File: src/rtl/l1_mem_arbiter_pkg.sv
// Shared L1 cache sizing, arbiter state encodings and grant encodings.
package l1_mem_arbiter_pkg;

  localparam int unsigned IMEM_BLOCK_ADDR_SIZE = 8;
  localparam int unsigned IBLOCK_SIZE_BITS     = 32;

  typedef enum logic [1:0] {
    ARB_IDLE   = 2'd0,
    ARB_BUSY_I = 2'd1,
    ARB_BUSY_D = 2'd2
  } arb_state_e;

  typedef enum logic {
    GNT_I = 1'b0,
    GNT_D = 1'b1
  } gnt_e;

endpackage

File: src/rtl/l1_mem_arbiter_if.sv
// Bus bundle between the I/D L1 controllers, the arbiter and main memory.
interface l1_mem_arbiter_if
  import l1_mem_arbiter_pkg::*;
#(
  parameter int unsigned BLOCK_ADDR_W = IMEM_BLOCK_ADDR_SIZE,
  parameter int unsigned BLOCK_W      = IBLOCK_SIZE_BITS
);

  logic                    iMemRen;
  logic [BLOCK_ADDR_W-1:0] iBlockAddr;
  logic                    iMemReadReady;
  logic [BLOCK_W-1:0]      iMemDout;

  logic                    dMemRen;
  logic                    dMemWen;
  logic [BLOCK_ADDR_W-1:0] dBlockAddr;
  logic [BLOCK_W-1:0]      dMemDin;
  logic                    dMemReadReady;
  logic                    dMemWriteReady;
  logic [BLOCK_W-1:0]      dMemDout;

  logic                    memRen;
  logic                    memWen;
  logic [BLOCK_ADDR_W-1:0] memBlockAddr;
  logic [BLOCK_W-1:0]      memDin;
  logic                    memReadReady;
  logic                    memWriteReady;
  logic [BLOCK_W-1:0]      memDout;

  // Arbiter's view.
  modport slave (
    input  iMemRen, iBlockAddr,
    output iMemReadReady, iMemDout,
    input  dMemRen, dMemWen, dBlockAddr, dMemDin,
    output dMemReadReady, dMemWriteReady, dMemDout,
    output memRen, memWen, memBlockAddr, memDin,
    input  memReadReady, memWriteReady, memDout
  );

  // Environment's view: controllers plus memory.
  modport master (
    output iMemRen, iBlockAddr,
    input  iMemReadReady, iMemDout,
    output dMemRen, dMemWen, dBlockAddr, dMemDin,
    input  dMemReadReady, dMemWriteReady, dMemDout,
    input  memRen, memWen, memBlockAddr, memDin,
    output memReadReady, memWriteReady, memDout
  );

endinterface

File: src/rtl/l1_mem_arbiter_rr_arb2.sv
// Two-way round-robin grant: a tie goes to the side that was not granted last.
module rr_arb2
  import l1_mem_arbiter_pkg::*;
(
  input  logic       req_i,
  input  logic       req_d,
  input  gnt_e       last_grant,
  output logic [1:0] gnt          // bit 0 = I side, bit 1 = D side
);

  always_comb begin
    gnt = '0;
    if (req_i && req_d) begin
      gnt = (last_grant == GNT_D) ? 2'b01 : 2'b10;
    end else begin
      gnt = {req_d, req_i};
    end
  end

endmodule

File: src/rtl/l1_mem_arbiter.sv
// Shares one main-memory port between the I and D L1 controllers; each grant
// is held for a whole memory transaction.
module l1_mem_arbiter
  import l1_mem_arbiter_pkg::*;
#(
  parameter int unsigned BLOCK_ADDR_W = IMEM_BLOCK_ADDR_SIZE,
  parameter int unsigned BLOCK_W      = IBLOCK_SIZE_BITS
)(
  input logic           clock,
  input logic           reset,
  l1_mem_arbiter_if.slave bus
);

  arb_state_e              state_q, state_d;
  gnt_e                    last_grant_q, last_grant_d;
  logic                    mem_ren_q, mem_ren_d;
  logic                    mem_wen_q, mem_wen_d;
  logic [BLOCK_ADDR_W-1:0] addr_q, addr_d;
  logic [BLOCK_W-1:0]      din_q, din_d;

  logic       d_req;
  logic [1:0] gnt;
  logic       rd_done;
  logic       wr_done;
  logic       i_rd_rdy;
  logic       d_rd_rdy;
  logic       d_wr_rdy;

  assign d_req = bus.dMemRen | bus.dMemWen;

  rr_arb2 u_rr_arb2 (
    .req_i      (bus.iMemRen),
    .req_d      (d_req),
    .last_grant (last_grant_q),
    .gnt        (gnt)
  );

  always_comb begin
    state_d      = state_q;
    last_grant_d = last_grant_q;
    mem_ren_d    = mem_ren_q;
    mem_wen_d    = mem_wen_q;
    addr_d       = addr_q;
    din_d        = din_q;
    i_rd_rdy     = 1'b0;
    d_rd_rdy     = 1'b0;
    d_wr_rdy     = 1'b0;
    // Only the strobe matching the latched op completes; the op flops are low in IDLE.
    rd_done      = mem_ren_q & bus.memReadReady;
    wr_done      = mem_wen_q & bus.memWriteReady;

    unique case (state_q)
      ARB_IDLE: begin
        if (gnt[0]) begin
          state_d      = ARB_BUSY_I;
          last_grant_d = GNT_I;
          addr_d       = bus.iBlockAddr;
          mem_ren_d    = 1'b1;
          mem_wen_d    = 1'b0;
        end else if (gnt[1]) begin
          state_d      = ARB_BUSY_D;
          last_grant_d = GNT_D;
          addr_d       = bus.dBlockAddr;
          din_d        = bus.dMemDin;
          // Write wins when both D requests are raised together.
          mem_wen_d    = bus.dMemWen;
          mem_ren_d    = ~bus.dMemWen;
        end
      end
      ARB_BUSY_I: begin
        i_rd_rdy = rd_done;
        if (rd_done || wr_done) begin
          state_d   = ARB_IDLE;
          mem_ren_d = 1'b0;
          mem_wen_d = 1'b0;
        end
      end
      ARB_BUSY_D: begin
        d_rd_rdy = rd_done;
        d_wr_rdy = wr_done;
        if (rd_done || wr_done) begin
          state_d   = ARB_IDLE;
          mem_ren_d = 1'b0;
          mem_wen_d = 1'b0;
        end
      end
      default: begin
        state_d   = ARB_IDLE;
        mem_ren_d = 1'b0;
        mem_wen_d = 1'b0;
      end
    endcase
  end

  always_ff @(posedge clock) begin
    if (reset) begin
      state_q      <= ARB_IDLE;
      last_grant_q <= GNT_D;
      mem_ren_q    <= 1'b0;
      mem_wen_q    <= 1'b0;
      addr_q       <= '0;
      din_q        <= '0;
    end else begin
      state_q      <= state_d;
      last_grant_q <= last_grant_d;
      mem_ren_q    <= mem_ren_d;
      mem_wen_q    <= mem_wen_d;
      addr_q       <= addr_d;
      din_q        <= din_d;
    end
  end

  assign bus.memRen         = mem_ren_q;
  assign bus.memWen         = mem_wen_q;
  assign bus.memBlockAddr   = addr_q;
  assign bus.memDin         = din_q;
  assign bus.iMemReadReady  = i_rd_rdy;
  assign bus.dMemReadReady  = d_rd_rdy;
  assign bus.dMemWriteReady = d_wr_rdy;
  assign bus.iMemDout       = bus.memDout;
  assign bus.dMemDout       = bus.memDout;

endmodule

File: src/flat_wrapper.sv
// flat-port wrapper written by rule: the top's interface ports become plain ports
module l1_mem_arbiter_flat import l1_mem_arbiter_pkg::*;
#(
  parameter int unsigned BLOCK_ADDR_W = IMEM_BLOCK_ADDR_SIZE,
  parameter int unsigned BLOCK_W      = IBLOCK_SIZE_BITS
)
  (clock, reset, bus_iMemRen, bus_iBlockAddr, bus_iMemReadReady, bus_iMemDout, bus_dMemRen, bus_dMemWen, bus_dBlockAddr, bus_dMemDin, bus_dMemReadReady, bus_dMemWriteReady, bus_dMemDout, bus_memRen, bus_memWen, bus_memBlockAddr, bus_memDin, bus_memReadReady, bus_memWriteReady, bus_memDout);
  l1_mem_arbiter_if #(.BLOCK_ADDR_W(BLOCK_ADDR_W), .BLOCK_W(BLOCK_W)) bus_i ();
  input logic clock;
  input logic reset;
  input wire logic [$bits(bus_i.iMemRen)-1:0] bus_iMemRen;
  input wire logic [$bits(bus_i.iBlockAddr)-1:0] bus_iBlockAddr;
  output wire logic [$bits(bus_i.iMemReadReady)-1:0] bus_iMemReadReady;
  output wire logic [$bits(bus_i.iMemDout)-1:0] bus_iMemDout;
  input wire logic [$bits(bus_i.dMemRen)-1:0] bus_dMemRen;
  input wire logic [$bits(bus_i.dMemWen)-1:0] bus_dMemWen;
  input wire logic [$bits(bus_i.dBlockAddr)-1:0] bus_dBlockAddr;
  input wire logic [$bits(bus_i.dMemDin)-1:0] bus_dMemDin;
  output wire logic [$bits(bus_i.dMemReadReady)-1:0] bus_dMemReadReady;
  output wire logic [$bits(bus_i.dMemWriteReady)-1:0] bus_dMemWriteReady;
  output wire logic [$bits(bus_i.dMemDout)-1:0] bus_dMemDout;
  output wire logic [$bits(bus_i.memRen)-1:0] bus_memRen;
  output wire logic [$bits(bus_i.memWen)-1:0] bus_memWen;
  output wire logic [$bits(bus_i.memBlockAddr)-1:0] bus_memBlockAddr;
  output wire logic [$bits(bus_i.memDin)-1:0] bus_memDin;
  input wire logic [$bits(bus_i.memReadReady)-1:0] bus_memReadReady;
  input wire logic [$bits(bus_i.memWriteReady)-1:0] bus_memWriteReady;
  input wire logic [$bits(bus_i.memDout)-1:0] bus_memDout;
  assign bus_i.iMemRen = bus_iMemRen;
  assign bus_i.iBlockAddr = bus_iBlockAddr;
  assign bus_iMemReadReady = bus_i.iMemReadReady;
  assign bus_iMemDout = bus_i.iMemDout;
  assign bus_i.dMemRen = bus_dMemRen;
  assign bus_i.dMemWen = bus_dMemWen;
  assign bus_i.dBlockAddr = bus_dBlockAddr;
  assign bus_i.dMemDin = bus_dMemDin;
  assign bus_dMemReadReady = bus_i.dMemReadReady;
  assign bus_dMemWriteReady = bus_i.dMemWriteReady;
  assign bus_dMemDout = bus_i.dMemDout;
  assign bus_memRen = bus_i.memRen;
  assign bus_memWen = bus_i.memWen;
  assign bus_memBlockAddr = bus_i.memBlockAddr;
  assign bus_memDin = bus_i.memDin;
  assign bus_i.memReadReady = bus_memReadReady;
  assign bus_i.memWriteReady = bus_memWriteReady;
  assign bus_i.memDout = bus_memDout;
  l1_mem_arbiter #(.BLOCK_ADDR_W(BLOCK_ADDR_W), .BLOCK_W(BLOCK_W)) u_core (.clock(clock), .reset(reset), .bus(bus_i));
endmodule
File: config.mk
export PLATFORM = sky130hd
export DESIGN_NAME = l1_mem_arbiter_flat
export DESIGN_NICKNAME = d
export VERILOG_FILES = /design/src/rtl/l1_mem_arbiter_pkg.sv /design/src/rtl/l1_mem_arbiter_if.sv /design/src/rtl/l1_mem_arbiter_rr_arb2.sv /design/src/rtl/l1_mem_arbiter.sv /design/src/flat_wrapper.sv
export SDC_FILE = /design/constraint.sdc
export NUM_CORES = 1
export LEC_CHECK = 0
export BUFFER_PORTS_ARGS = -buffer_cell sky130_fd_sc_hd__buf_2
export CAP_MARGIN = 20
export CORE_MARGIN = 5
export CORE_UTILIZATION = 30
export CTS_BUF_LIST = sky130_fd_sc_hd__clkbuf_4
export CTS_CLUSTER_SIZE = 16
export DETAILED_ROUTE_END_ITERATION = 8
export PLACE_DENSITY = 0.62
export SLEW_MARGIN = 20
export SYNTH_ARGS = -nofsm -noshare
export SYNTH_HDL_FRONTEND = slang
export SYNTH_SLANG_ARGS = --single-unit
File: constraint.sdc
create_clock -name clock -period 1.8 [get_ports clock]
set_clock_uncertainty 0.1 [all_clocks]
set_input_delay 0.18 -clock clock [delete_from_list [all_inputs] [get_ports clock]]
set_output_delay 0.18 -clock clock [all_outputs]
set_load 0.03 [all_outputs]
Yosys cells after proc, flatten, opt, wreduce, memory -nomap -nowiden
Cells that the tools add are included.
{"block": "word_totals", "mem_count": 0, "output_inout_bits": 109, "ram_bits": 0, "mem_bits_ro": 0, "word_cells": 43, "inputBits": 87, "latchBits": 0, "reg_bits": 45}
{"block": "classes", "n_mul": 0, "n_lt_le_gt_ge": 0, "div": 0, "n_eq_ne": 4, "n_shift": 0, "bitwise_logic": 5, "add_sub_neg": 0, "n_mux": 20, "n_reduce_logical": 8}
{"cell": "$mux 8", "n": 2}
{"cell": "$mux 1", "n": 10}
{"cell": "$mux 2", "n": 5}
{"cell": "$pmux 1 s2", "n": 2}
{"cell": "$pmux 2 s2", "n": 1}
{"cell": "$reduce_and 2->1", "n": 2}
{"cell": "$ne 3x1->1 const B", "n": 1}
{"cell": "$reduce_and 3->1", "n": 1}
{"cell": "$and 1x1->1", "n": 2}
{"cell": "$eq 2x1->1 const B", "n": 1}
{"cell": "$eq 2x2->1 const B", "n": 1}
{"cell": "$logic_not 2->1", "n": 1}
{"cell": "$ne 2x1->1 const B", "n": 1}
{"cell": "$not 1->1", "n": 2}
{"cell": "$reduce_bool 2->1", "n": 1}
{"cell": "$reduce_or 2->1", "n": 1}
{"cell": "$logic_and 1x1->1", "n": 1}
{"cell": "$logic_or 1x1->1", "n": 1}
{"cell": "$or 1x1->1", "n": 1}

Longest topological paths before layout
Gate-level depths: netlist of run 1.
{"block": "logic_depth", "word_depth": 6, "depth_mapped": 7, "depth_no_buf": 5}

Modules after synthesis
A second synthesis of run 1 with hierarchy kept.
{"block": "hier_totals", "cells_unflattened": 280, "area_unflattened_um2": 2367.3}
{"mod": "l1_mem_arbiter", "cells_per_inst": 277, "n_inst": 1, "seq_area_each_um2": 900.9, "area_each_um2": 2348.5}
{"mod": "rr_arb2", "cells_per_inst": 3, "n_inst": 1, "seq_area_each_um2": 0.0, "area_each_um2": 18.8}

Least setup slack after synthesis of run 1
OpenSTA, ideal clock, no wires.
{"block": "synth_path", "path_kind": "register to register", "startpoint": "register u_core.state_q[0]", "endpoint": "register u_core.din_q[1] (netlist: u_core.bus.memDin[1])", "stages_incl_launch_ff": 8, "setup_slack_ns": 0.280, "arrival_time_ns": 1.350, "setup_time_ns": 0.070, "cell_sequence": "dfxtp_1 -> inv_1 -> ha_1 -> buf_2 -> inv_1 -> clkbuf_1 -> o21ai_0 -> a21oi_1"}
{"block": "synth_between", "elab_chain_cells": 2}
{"item": "start, declared", "line": "l1_mem_arbiter.sv:14", "text": "arb_state_e state_q, state_d;"}
{"item": "start signal, assigned", "line": "l1_mem_arbiter.sv:104", "text": "state_q <= state_d;"}
{"item": "$logic_not 2->1", "line": "l1_mem_arbiter.sv:52", "text": "unique case (state_q)"}
{"item": "$reduce_and 3->1 (no source line)"}
{"item": "end signal, assigned", "line": "l1_mem_arbiter.sv:109", "text": "din_q <= din_d;"}
{"item": "end, declared", "line": "l1_mem_arbiter.sv:19", "text": "logic [BLOCK_W-1:0] din_q, din_d;"}
Every way passes these cells.
A chain may end at the register's enable or synchronous reset.

Worst setup path in the final report of run 1
{"block": "layout_path", "startpoint": "register u_core.state_q[0]", "endpoint": "output port bus_dMemReadReady"}
{"block": "layout_between", "elab_chain_cells": 2}
{"item": "$eq 2x2->1", "line": "l1_mem_arbiter.sv:52"}
{"item": "$mux 1", "line": "l1_mem_arbiter.sv:52"}
{"item": "end, declared", "line": "flat_wrapper.sv:19", "text": "output wire logic [$bits(bus_i.dMemReadReady)-1:0] bus_dMemReadReady;"}
Every way passes these cells.

==> results of run 1 <==
==> power by group through the flow <==
stage	logic (mW)	clock network, mW	registers [mW]
after floorplan	1.25	0	1.92
final	2.23	0.478	1.42
after global placement	2.14	0	1.44
after CTS	2.25	0.517	1.42
after detailed placement	2.17	0	1.45
after global routing	2.45	0.560	1.46
==> worst paths after layout <==
check	from	endpoint	slack, ns	cells past startpoint
worst min register to register	u_core.bus.memDin[25]	u_core.bus.memDin[25]	0.38	2
worst max-delay path	u_core.state_q[0]	bus_dMemReadReady	0.17	4
worst min-delay path	bus_iBlockAddr[2]	u_core.bus.memBlockAddr[2]	0.04	3
worst max register to register	u_core.state_q[1]	u_core.bus.memRen	0.24	5
==> layout make-up <==
type | instances | share of cell area
Clock buffer | 5 | 0.0123
Clock inverter | 3 | 0.00574
Inverter | 6 | 0.00739
Timing Repair Buffer | 154 | 0.348
Tap cell | 102 | 0.0419
Multi-Input combinational cell | 153 | 0.289
Sequential cell | 45 | 0.295
==> routing by layer <==
layer,vias up,GRT usage,wire (um),part of all wire
met3,15,0.0386,531,0.079
met2,80,0.242,3370,0.50
met1,1029,0.148,2760,0.41
li1,1108,-,-,-
met5,-,0,0,0
met4,0,0.0441,77,0.011
==> synthesized netlist by cell type, drive strengths merged (2+ instances only) <==
cell	instances
buf	72
ha	3
nand2b	2
a311oi	7
and3	3
o32ai	5
dfxtp	45
o21ai	40
nor2	7
nand3	39
nor3	2
inv	6
clkbuf	13
a22oi	2
a21oi	33
==> flip-flops by register name (all words and copies together) (netlist names) <==
| register | cells |
|---|---|
| u_core.bus.memDin | 32 |
| u_core.bus.memBlockAddr | 8 |
| u_core.bus.memRen | 1 |
| u_core.state_q | 2 |
| u_core.last_grant_q | 1 |
| u_core.bus.memWen | 1 |
==> through the flow <==
stage / hold slack, ns / utilization / power (mW) / setup slack (ns)
after CTS: 0.0285 / 0.395 / 4.19 / 0.130
final: 0.0376 / 0.395 / 4.13 / 0.166
after global routing: 0.0322 / 0.395 / 4.47 / 0.0490
after floorplan: 0.228 / - / 3.18 / 0.280
after detailed placement: 0.260 / 0.328 / 3.62 / 0.211
after global placement: 0.260 / 0.328 / 3.58 / 0.327
==> worst max-delay path, delay by kind of cell (launching register included) <==
| family | cells | cell delay [ns] |
|---|---|---|
| buf+inv | 2 | 0.26 |
| flops | 1 | 0.35 |
| fa+ha+maj | 1 | 0.22 |
| simple gates | 1 | 0.19 |
==> cells by family (layout without fill, tap and decap cells) <==
family / after synthesis / in the layout / share of synthesized area
simple gates: 55 / 55 / 0.115
fa+ha+maj: 3 / 3 / 0.0157
buf+inv: 91 / 168 / 0.252
flops: 45 / 45 / 0.378
compound gates: 95 / 95 / 0.239
==> what timing repair did <==
action / 4_1_cts / 5_1_grt
hold endpoints to repair: 39 / 0
setup buffers: 0 / 0
hold buffers: 46 / 0
gates resized for setup: 0 / 0
==> run_results.csv, run 1 <==
group,metric,value,unit
yosys,synth_cells,289,
run_status,status,"finished clean",
sta,finalSetupViolCount,0,
yosys,dominantRegCellSynth,"dfxtp_1",
place,portBuffers,99,
grt,grt_pass1_wl,10.6,mm
clocking,cts_tree,"yes",
floorplan,num_io_pins,196,
setup_path,crit_chain,"inv_1, ha_1, and3_1, buf_2",
sta,max_freq,612,MHz
hold_path,hold_path.class,"input port to register",
sta,hold_viol_final,0,
yosys,synth_nets,379,
power_and_ir_drop,ir_drop,590,uV
floorplan,die_area,9830,um^2
sta,rsz0062_at_grt,"no",
final_layout,multi_input_area,882,um^2
power_and_ir_drop,p_leak,1.36,nW
setup_path,cpPeakStageDelay,0.35,ns
place,gp_congestion,0.754,
final_layout,layout_commonest_cell,"buf_2",
place,dpl-instance-area,2530,um^2
final_layout,postLayoutCellArea,3050,um^2
final_layout,final_cell_count_no_fill,468,
routing,drt-initial-drc-count,86,
yosys,synth-edff-count,0,
setup_path,worst-setup-path-type,"register to output port",
setup_path,worstPathMaxFanout,3,
sta,maxSlewViolCount,0,
routing,ant_nets,0,
sta,finalSetupTns,0,ns
clocking,clk_path_buf_depth,2,
floorplan,core_area,7730,um^2
grt,antenna_found_initial,0,
sta,tightestPinTransition,0.629,ns
final_layout,drive_gt1_frac,0.328,
floorplan,start_util,0.308,
final_layout,final_cell_mix,"99 x buf_2, 46 x dlygate4sd3_1, 45 x dfxtp_1",
final_layout,syn2layout_area_growth,27.9,%
clocking,cts_buffers,5,
clocking,h-tree-depth,2,
final_layout,ff_latch_area,901,um^2
sta,fin_crit_sh,0.908,
clocking,cts_root_buf,"clkbuf_4",
setup_path,endpoint_kind,"output port",
routing,drc,0,
final_layout,fin_nets,455,
floorplan,die_y,99.1,um
setup_path,crit_path_start_kind,"register",
routing,drt_first_pass_iters,5,
routing,wl,6.74,mm
grt,grtUsageTotal,0.133,
power_and_ir_drop,swShare,0.468,
power_and_ir_drop,internal_power,2.20,mW
yosys,synth_top_cell_by_area,"dfxtp_1",
clocking,clock_latency,0.35,ns
final_layout,fill_cells,776,
yosys,yosys_warnings,0,
yosys,ys_top_cells_by_area,"dfxtp_1 38%, buf_4 20%, nand3_1 8.2%",
grt,grt.overflow.total,0,
sta,period_minus_slack,1.63,ns
power_and_ir_drop,p_sw,1.93,mW
setup_path,cp_data_required_time,1.52,ns
clocking,cts.sinks,45,
yosys,synth_top_area_share,0.378,
power_and_ir_drop,power.density,1350,nW/um^2
yosys,async_flop_share,0,
routing,wire_per_inst,14.4,um
place,dp_cells,414,
setup_path,cpMaxStageDelayCell,"dfxtp_1",
floorplan,num_rows,32,
yosys,synth_area,2380,um^2
grt,grt_pass1_vias,2181,
power_and_ir_drop,p_clk_frac,0.116,
yosys,avgSynthCellArea,8.25,um^2
power_and_ir_drop,p_comb_frac,0.540,
clocking,path_clk_slew,0.14,ns
power_and_ir_drop,seqPwrFrac,0.344,
routing,vias,2232,
yosys,ys_ff_latch,45,
setup_path,worst_ep_arrival_time,1.35,ns
floorplan,die_w,99.1,um
final_layout,antenna_cells,0,
yosys,synth_cell_type_count,29,
sta,relSlewSlack,0.579,
yosys,seq_area_frac_synth,0.378,
place,hpwl,4.49,mm
grt,grt_max_degree,35,
routing,viasPerCell,4.77,
flow_run,maxCapViolCount,0,
Power figures use the tool's default switching activity.
==> run 2, diff against run 1 <==
- ABC_AREA: unset -> 1
- CELL_PAD_IN_SITES_DETAIL_PLACEMENT: unset -> 1
- CELL_PAD_IN_SITES_GLOBAL_PLACEMENT: unset -> 1
- CORE_UTILIZATION: 30 -> 27
- PLACE_DENSITY: 0.62 -> 0.8
==> run_results.csv, run 2 <==
group,metric,value,unit
run_status,status,"finished clean",
setup_path,r2r-end,"u_core.bus.memDin[27]",
place,hpwl,5.11,mm
yosys,synth_top_area_share,0.344,
sta,hold_viol_final,0,
routing,drt-initial-drc-count,36,
clocking,clock_latency,0.35,ns
sta,tightestPinTransition,0.269,ns
floorplan,die_area,11800,um^2
setup_path,rr_worst_depth,8,
clocking,cts_resized,0,
final_layout,final_cell_mix,"99 x buf_2, 85 x nor2_1, 69 x nand2_1",
final_layout,antenna_cells,0,
clocking,cts_root_buf,"clkbuf_4",
grt,grt_pass1_vias,2609,
hold_path,hold_start,"bus_dBlockAddr[5]",
setup_path,reg2reg_slack,0.20,ns
setup_path,worst_ep_arrival_time,1.76,ns
routing,wire_per_inst,12.3,um
final_layout,fin_nets,542,
routing,ant_nets,0,
hold_path,whs_path_depth,5,
place,pre_cts_slack,0.193,ns
power_and_ir_drop,ir_drop,449,uV
final_layout,largest_reg_flops,32,
grt,grt.overflow.total,0,
routing,wl,7.21,mm
yosys,synth_nets,473,
clocking,post_cts_buffers,0,
sta,fin_crit_sh,0.887,
flow_run,maxCapViolCount,0,
routing,drt_first_pass_iters,4,
yosys,dominantRegCellSynth,"dfxtp_1",
final_layout,utilization,0.330,
yosys,synth_area,2620,um^2
yosys,seq_area_frac_synth,0.344,
grt,grt_max_degree,25,
routing,vias,2328,
grt,grtUsageTotal,0.124,
setup_path,r2r_start,"u_core.state_q[0]",
final_layout,layout_commonest_cell,"buf_2",
sta,period_minus_slack,1.60,ns
clocking,h-tree-depth,2,
yosys,async_flop_share,0,
routing,drc,0,
clocking,cts_buffers,5,
power_and_ir_drop,p_leak,1.75,nW
setup_path,cp_data_required_time,1.96,ns
place,gp_congestion,0.715,
yosys,synth_cell_type_count,18,
sta,finalSetupTns,0,ns
yosys,yosys_warnings,0,
yosys,synth-edff-count,0,
power_and_ir_drop,totalPowerFinal,3.95,mW
setup_path,endpoint_kind,"register",
final_layout,postLayoutCellArea,3160,um^2
place,portBuffers,99,
clocking,cts.sinks,45,
floorplan,die_y,108,um
yosys,synth_cells,383,
final_layout,drive_gt1_frac,0.307,
floorplan,core_area,9590,um^2
floorplan,die_w,108,um
yosys,avgSynthCellArea,6.83,um^2
clocking,cts_tree,"yes",
yosys,synth_top_cell_by_area,"dfxtp_1",
yosys,ys_top_cells_by_area,"dfxtp_1 34%, buf_4 19%, nor2_1 12%",
hold_path,hold_end,"u_core.bus.memBlockAddr[5]",
clocking,path_clk_slew,0.14,ns
sta,setup_ws,0.204,ns
sta,max_freq,626,MHz
setup_path,crit_path_start_kind,"register",
yosys,ys_ff_latch,45,
hold_path,hold_path.class,"input port to register",
sta,maxSlewViolCount,0,
floorplan,num_rows,36,
yosys,synth_top_cells_by_count,"85 x nor2_1, 69 x nand2_1, 67 x buf_4",
grt,antenna_found_initial,0,
grt,grt_pass1_wl,11.7,mm
sta,relSlewSlack,0.821,
sta,rsz0062_at_grt,"no",
place,dpl-instance-area,2770,um^2
power_and_ir_drop,power.density,1250,nW/um^2
setup_path,worstPathMaxFanout,16,
sta,finalSetupViolCount,0,
floorplan,num_io_pins,196,
setup_path,worst-setup-path-type,"register to register",
routing,viasPerCell,3.97,
yosys,synth_most_common_cell,"nor2_1",
floorplan,start_util,0.273,
final_layout,syn2layout_area_growth,20.9,%
clocking,clk_path_buf_depth,2,
run 2: cell types whose count changed in the layout (fill, tap and decap cells not counted), sizes merged, moves of 17 or more:
| cell | previous run | this run |
|---|---|---|
| inv | 6 | 50 |
| a21oi | 33 | 6 |
| nand3 | 39 | 22 |
| o21ai | 40 | 0 |
| nor2 | 7 | 85 |
| nand2 | 0 | 93 |
run 2: power breakdown:
group / internal [mW] / switching, mW
Combinational: 0.681 / 1.39
Sequential: 1.26 / 0.140
Clock: 0.142 / 0.333
run 2: per-layer routing:
metal / global-route usage / part of all wire / routed length [um]
met1: 0.134 / 0.41 / 2940
met3: 0.0334 / 0.065 / 472
met4: 0.0271 / 0.0043 / 31
met2: 0.238 / 0.52 / 3770
met5: 0 / 0 / 0
run 2: kinds of logic (layout without fill, tap and decap cells):
| kind of cell | after synthesis | in the layout | share of synthesized area |
|---|---|---|---|
| simple gates | 200 | 200 | 0.331 |
| buf+inv | 128 | 198 | 0.294 |
| flops | 45 | 45 | 0.344 |
| compound gates | 7 | 7 | 0.0158 |
| fa+ha+maj | 3 | 3 | 0.0143 |
run 2: stage by stage:
step	hold slack, ns	std cells
2_1_floorplan	0.215	383
3_3_place_gp	0.260	544
3_5_place_dp	0.260	544
4_1_cts	0.00493	586
5_1_grt	0.0227	586
6_report	0.0285	586
run 2: worst max-delay path, stage by stage, from the launching register on:
cell	delay, ns
dfxtp_1	0.35
inv_1	0.08
ha_1	0.17
inv_1	0.07
a21oi_2	0.17
nand2_4	0.17
buf_4	0.21
nor2_1	0.13
nor2_1	0.07
run 2: layout make-up:
class                           count  area, um^2
Clock buffer                        5        37.5
Clock inverter                      3        12.5
Fill cell                        1238        6430
Inverter                           50         188
Multi-Input combinational cell    210         946
Sequential cell                    45         901
Tap cell                          133         166
Timing Repair Buffer              140         913
run 2: what timing repair did:
action	in CTS	in global routing
hold endpoints to repair	34	0
setup endpoints to repair	0	0
hold buffers	34	0
run 2: worst max-delay path by stage:
stage	startpoint	endpoint	slack, ns	cells past startpoint
floorplan	u_core.state_q[0]	u_core.bus.memDin[21]	0.38	9
global placement	u_core.state_q[0]	u_core.bus.memDin[11]	0.29	8
detailed placement	u_core.state_q[0]	u_core.bus.memDin[30]	0.19	8
CTS	u_core.state_q[0]	u_core.bus.memDin[30]	0.18	8
global route	u_core.state_q[0]	u_core.bus.memDin[27]	0.06	9
finish	u_core.state_q[0]	u_core.bus.memDin[27]	0.20	8
